--- src/rtl/conv_relu_pool_engine.sv ---
// Zero-padded KxK conv + bias + ReLU into layer0, then 2x2 max-pool with round-up into layer1 when LAYER1_POOL_EN is defined.
// Fixed cost: K*K+2 cycles per conv pixel, 6 cycles per pool word; no backpressure, memories must serve one access per cycle.
module conv_relu_pool_engine #(
    parameter int IMG_W = 64,
    parameter int IMG_H = 64,
    parameter int K     = 5,
    parameter int DW    = 13,
    parameter int FRAC  = 4,
    parameter int ACC_W = 32,
    localparam int AW   = $clog2(IMG_W*IMG_H),
    localparam int CW   = $clog2(K*K+1)
) (
    input  logic          clk,
    input  logic          reset,
    input  logic          ready,
    output logic          busy,
    input  logic          coef_we,
    input  logic [CW-1:0] coef_addr,
    input  logic [DW-1:0] coef_data,
    output logic [AW-1:0] iaddr,
    input  logic [DW-1:0] idata,
    output logic          crd,
    output logic [AW-1:0] caddr_rd,
    input  logic [DW-1:0] cdata_rd,
    output logic          cwr,
    output logic [AW-1:0] caddr_wr,
    output logic [DW-1:0] cdata_wr,
    output logic          csel
);
    localparam int NT  = K*K;
    localparam int P   = (K-1)/2;
    localparam int XW  = $clog2(IMG_W);
    localparam int YW  = $clog2(IMG_H);
    localparam int KW  = $clog2(K);
    localparam int PXW = XW-1;
    localparam int PYW = $clog2(IMG_H/2);
    localparam int AW1 = ACC_W+1;
    localparam int IW  = DW-FRAC;
    localparam logic signed [ACC_W:0] SMAX = AW1'((1 << (DW-1)) - 1);
    localparam logic [DW-1:0] TOPC = {1'b0, {(DW-1-FRAC){1'b1}}, {FRAC{1'b0}}};

    typedef enum logic [2:0] {
        S_IDLE, S_CONV_TAP, S_CONV_DRAIN, S_CONV_WR,
        S_POOL_RD, S_POOL_CMP, S_POOL_WR, S_DONE
    } state_t;

    state_t r_state, w_state_nxt;
    logic                    r_busy;
    logic [YW-1:0]           r_row;
    logic [XW-1:0]           r_col;
    logic [KW-1:0]           r_dy, r_dx;
    logic [CW-1:0]           r_tap, r_pidx;
    logic [PYW-1:0]          r_pi;
    logic [PXW-1:0]          r_pj;
    logic [1:0]              r_pk;
    logic                    r_pvld, r_pinb, r_rvld, r_rfirst;
    logic signed [ACC_W-1:0] r_acc;
    logic signed [DW-1:0]    r_max;
    logic signed [DW-1:0]    r_coef [NT];
    logic signed [DW-1:0]    r_bias;
    logic [AW-1:0]           r_iaddr, r_raddr, r_waddr;
    logic [DW-1:0]           r_wdat;

    logic [15:0]             w_ty, w_tx;
    logic                    w_inb, w_last_tap, w_last_pix, w_last_pool;
    logic [AW-1:0]           w_tap_addr, w_conv_waddr, w_pool_raddr, w_pool_waddr;
    logic signed [2*DW-1:0]  w_prod;
    logic signed [ACC_W-1:0] w_shift;
    logic signed [ACC_W:0]   w_sum;
    logic [DW-1:0]           w_conv_res, w_pool_res;

    // Out-of-range taps wrap to huge unsigned values, so one compare covers both edges.
    assign w_ty         = 16'(r_row) + 16'(r_dy) - 16'(P);
    assign w_tx         = 16'(r_col) + 16'(r_dx) - 16'(P);
    assign w_inb        = (w_ty < 16'(IMG_H)) && (w_tx < 16'(IMG_W));
    assign w_tap_addr   = AW'(32'(w_ty) * 32'(IMG_W) + 32'(w_tx));
    assign w_conv_waddr = AW'(32'(r_row) * 32'(IMG_W) + 32'(r_col));
    assign w_pool_raddr = AW'(32'({r_pi, r_pk[1]}) * 32'(IMG_W) + 32'({r_pj, r_pk[0]}));
    assign w_pool_waddr = AW'(32'(r_pi) * 32'(IMG_W/2) + 32'(r_pj));
    assign w_last_tap   = (r_tap == CW'(NT-1));
    assign w_last_pix   = (r_row == YW'(IMG_H-1)) && (r_col == XW'(IMG_W-1));
    assign w_last_pool  = (r_pi == PYW'(IMG_H/2-1)) && (r_pj == PXW'(IMG_W/2-1));

    assign w_prod  = $signed(idata) * r_coef[r_pidx];
    assign w_shift = r_acc >>> FRAC;
    assign w_sum   = AW1'(w_shift) + AW1'(r_bias);
    assign busy    = r_busy;

    always_comb begin
        if (w_sum[ACC_W])       w_conv_res = '0;
        else if (w_sum > SMAX)  w_conv_res = SMAX[DW-1:0];
        else                    w_conv_res = w_sum[DW-1:0];
    end

    always_comb begin
        w_pool_res = r_max;
        if (r_max[FRAC-1:0] != '0) begin
            if ({r_max[DW-1:FRAC], {FRAC{1'b0}}} == TOPC) w_pool_res = TOPC;
            else w_pool_res = {r_max[DW-1:FRAC] + IW'(1), {FRAC{1'b0}}};
        end
    end

    always_ff @(posedge clk) begin
        if (reset) r_state <= S_IDLE;
        else       r_state <= w_state_nxt;
    end

    // Address/data outputs hold their last driven value outside their own states.
    always_comb begin
        w_state_nxt = r_state;
        cwr         = 1'b0;
        crd         = 1'b0;
        csel        = 1'b0;
        iaddr       = r_iaddr;
        caddr_rd    = r_raddr;
        caddr_wr    = r_waddr;
        cdata_wr    = r_wdat;
        case (r_state)
            S_IDLE:       if (ready) w_state_nxt = S_CONV_TAP;
            S_CONV_TAP: begin
                if (w_inb) iaddr = w_tap_addr;
                if (w_last_tap) w_state_nxt = S_CONV_DRAIN;
            end
            S_CONV_DRAIN: w_state_nxt = S_CONV_WR;
            S_CONV_WR: begin
                cwr      = 1'b1;
                caddr_wr = w_conv_waddr;
                cdata_wr = w_conv_res;
`ifdef LAYER1_POOL_EN
                w_state_nxt = w_last_pix ? S_POOL_RD : S_CONV_TAP;
`else
                w_state_nxt = w_last_pix ? S_DONE : S_CONV_TAP;
`endif
            end
            S_POOL_RD: begin
                crd      = 1'b1;
                caddr_rd = w_pool_raddr;
                if (r_pk == 2'd3) w_state_nxt = S_POOL_CMP;
            end
            S_POOL_CMP:   w_state_nxt = S_POOL_WR;
            S_POOL_WR: begin
                cwr         = 1'b1;
                csel        = 1'b1;
                caddr_wr    = w_pool_waddr;
                cdata_wr    = w_pool_res;
                w_state_nxt = w_last_pool ? S_DONE : S_POOL_RD;
            end
            S_DONE:       w_state_nxt = S_IDLE;
            default:      w_state_nxt = S_IDLE;
        endcase
    end

    always_ff @(posedge clk) begin
        if (reset) begin
            r_busy  <= 1'b0;
            r_iaddr <= '0;
            r_raddr <= '0;
            r_waddr <= '0;
            r_wdat  <= '0;
        end else begin
            if (r_state == S_IDLE && ready) r_busy <= 1'b1;
            else if (w_state_nxt == S_DONE) r_busy <= 1'b0;
            r_iaddr <= iaddr;
            r_raddr <= caddr_rd;
            r_waddr <= caddr_wr;
            r_wdat  <= cdata_wr;
        end
    end

    always_ff @(posedge clk) begin
        if (reset) begin
            for (int i = 0; i < NT; i++) r_coef[i] <= '0;
            r_bias <= '0;
        end else if (coef_we && !r_busy) begin
            if (coef_addr < CW'(NT))       r_coef[coef_addr] <= $signed(coef_data);
            else if (coef_addr == CW'(NT)) r_bias <= $signed(coef_data);
        end
    end

    always_ff @(posedge clk) begin
        if (reset) begin
            r_row <= '0; r_col <= '0; r_dy <= '0; r_dx <= '0;
            r_tap <= '0; r_pi <= '0; r_pj <= '0; r_pk <= '0;
        end else begin
            case (r_state)
                S_IDLE: begin
                    r_row <= '0; r_col <= '0; r_dy <= '0; r_dx <= '0;
                    r_tap <= '0; r_pi <= '0; r_pj <= '0; r_pk <= '0;
                end
                S_CONV_TAP: begin
                    if (w_last_tap) begin
                        r_tap <= '0; r_dx <= '0; r_dy <= '0;
                    end else begin
                        r_tap <= r_tap + CW'(1);
                        if (r_dx == KW'(K-1)) begin
                            r_dx <= '0;
                            r_dy <= r_dy + KW'(1);
                        end else begin
                            r_dx <= r_dx + KW'(1);
                        end
                    end
                end
                S_CONV_WR: begin
                    if (r_col == XW'(IMG_W-1)) begin
                        r_col <= '0;
                        r_row <= r_row + YW'(1);
                    end else begin
                        r_col <= r_col + XW'(1);
                    end
                end
                S_POOL_RD: r_pk <= r_pk + 2'd1;
                S_POOL_WR: begin
                    if (r_pj == PXW'(IMG_W/2-1)) begin
                        r_pj <= '0;
                        r_pi <= r_pi + PYW'(1);
                    end else begin
                        r_pj <= r_pj + PXW'(1);
                    end
                end
                default: ;
            endcase
        end
    end

    // Read data lags its address by one cycle, so tap and pool flags are delayed to match.
    always_ff @(posedge clk) begin
        if (reset) begin
            r_pvld <= 1'b0; r_pinb <= 1'b0; r_pidx <= '0; r_acc <= '0;
            r_rvld <= 1'b0; r_rfirst <= 1'b0; r_max <= '0;
        end else begin
            r_pvld   <= (r_state == S_CONV_TAP);
            r_pinb   <= w_inb;
            r_pidx   <= r_tap;
            r_rvld   <= (r_state == S_POOL_RD);
            r_rfirst <= (r_state == S_POOL_RD) && (r_pk == 2'd0);
            if (r_state == S_CONV_WR || r_state == S_IDLE) r_acc <= '0;
            else if (r_pvld && r_pinb)                     r_acc <= r_acc + ACC_W'(w_prod);
            if (r_rvld && (r_rfirst || $signed(cdata_rd) > r_max)) r_max <= $signed(cdata_rd);
        end
    end
endmodule

--- config.mk ---
export PLATFORM = sky130hd
export DESIGN_NAME = conv_relu_pool_engine
export DESIGN_NICKNAME = d
export VERILOG_FILES = /design/src/rtl/conv_relu_pool_engine.sv
export SDC_FILE = /design/constraint.sdc
export NUM_CORES = 2
export LEC_CHECK = 0
export BUFFER_PORTS_ARGS = -buffer_cell sky130_fd_sc_hd__buf_2
export CELL_PAD_IN_SITES_DETAIL_PLACEMENT = 0
export CELL_PAD_IN_SITES_GLOBAL_PLACEMENT = 1
export CORE_ASPECT_RATIO = 1.1
export CORE_MARGIN = 2
export CORE_UTILIZATION = 52
export DETAILED_ROUTE_END_ITERATION = 12
export HOLD_SLACK_MARGIN = 0.15
export PLACE_DENSITY_LB_ADDON = 0.1
export SLEW_MARGIN = 25
export SYNTH_ARGS = -nofsm -noshare
export SYNTH_HDL_FRONTEND = slang
export SYNTH_SLANG_ARGS = --single-unit
--- constraint.sdc ---
create_clock -name clk -period 10.67 [get_ports clk]
set_clock_uncertainty 0.1 [all_clocks]
set_input_delay 1.6005 -clock clk [delete_from_list [all_inputs] [get_ports clk]]
set_output_delay 1.6005 -clock clk [all_outputs]
set_load 0.005 [all_outputs]
==> out/qor.txt <==
outcome -> completed
ys async rst share -> 0%
WHS Endpoint -> r_acc[0]$_SDFFE_PP0P_
slowest cell delay on critical path -> 0.76 ns
slew at the pin with the worst max-slew slack -> 1.03 ns
Hold Path Stages -> 2
die area -> 72600 sq um
area of the mapped netlist -> 36600 sq um
Placer Congestion -> 0.863
HPWL after DPL -> 66.4 mm
TritonCTS buffer count -> 61
crit share post-route -> 85.3%
post-route antenna net violation count -> 0
Die Height -> 282 microns
Main synth FF type -> edfxtp_1
final setup violation count -> 0
reg2reg path depth -> 24
Min-Delay Startpoint -> r_acc[0]$_SDFFE_PP0P_
I/O pins -> 101
H-tree Lvls -> 2
DR pass1 iterations -> 7
r2r setup slk -> 1.57 ns
crit-path cells -> mux4_2 > mux4_2 > mux2i_2 > nor2b_1 > fa_1 > inv_1 > fa_1 > inv_1 > fa_1 > fa_1 > fa_1 > inv_1 > fa_1 > inv_1 > ha_1 > a21o_1 > a21o_1 > a21o_1 > a211oi_1 > o31ai_1 > o41ai_4 > o21ai_1 > xnor2_1 > o22ai_1
HP Class -> reg -> reg
FF-to-FF End -> r_acc[30]$_SDFFE_PP0P_
CP max FO -> 33
most used cell, CP -> fa_1
most frequent cells in the layout -> edfxtp_1, inv_1, and2_1, fa_1, nand2_1
area leader, netlist -> edfxtp_1
P_leak -> 0.0167 uW
CP max stage cell -> dfxtp_4
clk buf depth -> 3
leading cell type in the layout, fill and taps excluded -> edfxtp_1
crit end category -> flip-flop
clock-pin slew on the worst setup and hold paths -> 0.06 ns
CTS Sinks -> 571
1st-iter DRT viols -> 1711
Tmin final -> 9.10 ns
arrival time worst endpoint -> 9.51 ns
register area share after synthesis -> 42.6%
Setup TNS -> 0 ns
Max Cap Viol -> 0
Yosys cell types -> 100
CTS tree -> yes
Critical Path RT -> 11.08 ns
EDFF count, synth -> 416
GRT overflow -> 0
largest cells by area after synthesis -> edfxtp_1, fa_1, dfxtp_1, mux4_2, and2_1
Cell Pwr Density -> 196 nW/um^2
Site Rows -> 102
Post-CTS Resized -> 0
vias in the first global route -> 24153
hold buffers post-CTS -> 0
syn avg cell area -> 11.6 sq um
startpoint types -> flip-flop
largest net degree at the start of global routing -> 71
Post-Route WL -> 92.6 mm
RSZ-0062 raised after global routing -> no
Final Max Tran Viols -> 0
root buf cell -> clkbuf_16
layout cell share with drive strength beyond 1 -> 14.0%
Hold Vio Cnt, Final -> 0
Via density -> 5.49
first-pass GRT wire length -> 143 mm
GRT Resource Usage Total -> 25.8%
drt drc -> 0
WS Path Type -> reg -> reg
synth-to-layout area growth -> 9.93%
number of buffers and inverters on the critical path -> 4
Max-slew headroom -> 31.0%
Setup Fix Bufs, Post-CTS -> 0
Core Area -> 70100 sq um
initial antenna violation count -> 2
initial cell density of the core -> 52.3%
die extent in x -> 257 microns
Top delay family on crit path -> adder cells
DR vias -> 23448
DR WL/cell -> 21.7 microns
NumNets Final -> 3734
Skew-Pair Late Insertion Delay -> 0.65 ns
top-area cell type share of the netlist area -> 34.1%
Synth Register Bits -> 571
Cells after DPL -> 4157
Syn. warnings -> 0
Achievable Freq -> 110 MHz
maximum vdd ir drop -> 0.167 mV
Cells after Synth -> 3162
# diodes -> 0
total power -> 7880 uW
fin cells -> 4272
Port Buf Inserts -> 100
## Yosys cell counts, types with 14 or more instances
cell type  count
edfxtp_1     416
inv_1        372
and2_1       367
fa_1         229
nand2_1      196
ha_1         173
nor2_1       156
dfxtp_1      155
a21oi_1      130
mux4_2       125
clkbuf_1     123
nor2b_1      107
o21ai_0       62
xnor2_1       48
nand3_1       43
a21o_1        30
mux2i_1       30
or2_2         29
nor3_1        23
xor2_1        22
mux2_2        21
buf_2         20
nand2b_1      15
a211oi_1      14
a22oi_1       14
nand4_1       14
## power by group
group          internal, uW  switching (uW)  leakage [uW]
clock                  1270             930       0.00101
combinational          1340            1860        0.0103
sequential             2450            28.1       0.00548
total                  5060            2820        0.0167
## final cells by class
cell class	count	area, sq um
Fill cell	5844	29800
Multi-Input combinational cell	2133	19200
Sequential cell	571	15600
Clock buffer	72	1590
Inverter	375	1410
Tap cell	936	1170
Timing Repair Buffer	142	831
Clock inverter	43	480
## cell families after synthesis
logic type / count (synthesis) / share of synthesized area, %
XOR/XNOR: 70 / 1.67
multiplexers: 189 / 9.58
AND/OR/NAND/NOR: 1011 / 15.0
AO/OA/AOI/OAI: 370 / 6.80
adder cells (fa/ha/maj): 402 / 18.4
buffers and inverters: 548 / 6.00
flip-flops: 571 / 42.6
other: 1 / 0.0102
## state kept, by name (all words and copies together) (netlist names), named ones only
name and count:
r_coef 416, r_acc 32, r_bias 13, r_max 13
r_wdat 13, r_iaddr 12, r_raddr 12, r_waddr 12
r_col 6, r_row 6, r_pi 5, r_pj 5
r_tap 5, r_dx 3, r_dy 3, r_state 3
r_pk 2, busy 1, r_pinb 1, r_pvld 1
r_rfirst 1, r_rvld 1
## how the worst max path moves through the flow
stage	to	depth (start not counted)
after global placement	r_acc[30]$_SDFFE_PP0P_	24
after CTS	r_acc[30]$_SDFFE_PP0P_	24
final	r_acc[30]$_SDFFE_PP0P_	24
after floorplan	r_acc[30]$_SDFFE_PP0P_	28
after detailed placement	r_acc[30]$_SDFFE_PP0P_	24
after global routing	r_acc[29]$_SDFFE_PP0P_	23
## worst register-to-register path: cells and delay by family, from the launching register on
kind / cells / cell delay [ns]
AOI/OAI and AO/OA: 8 / 1.45
adders and majority gates: 7 / 3.47
DFF: 1 / 0.76
buffers and inverters: 4 / 0.90
and+or+nand+nor: 1 / 0.26
muxes: 3 / 1.85
xor gates and xnor gates: 1 / 0.14
## layer usage
layer	GRT usage, %	vias up	share of wire [%]
met5	0	-	0.0076
met4	7.08	2	2.7
met3	3.12	128	4.9
met2	43.9	558	49
met1	35.2	11836	44
li1	-	10924	-
## stage by stage
stage / worst slack [ns] / hold slack (ns) / util, % / area (sq um)
final: 1.57 / 0.361 / 57.5 / 40300
after global routing: 0.958 / 0.387 / 57.5 / 40300
after floorplan: 2.50 / 0.338 / - / 37000
after global placement: 1.55 / 0.350 / 54.5 / 38200
after detailed placement: 1.48 / 0.357 / 54.5 / 38200
after CTS: 1.48 / 0.366 / 57.5 / 40300
No activity file was read; power rests on OpenSTA's default activity.
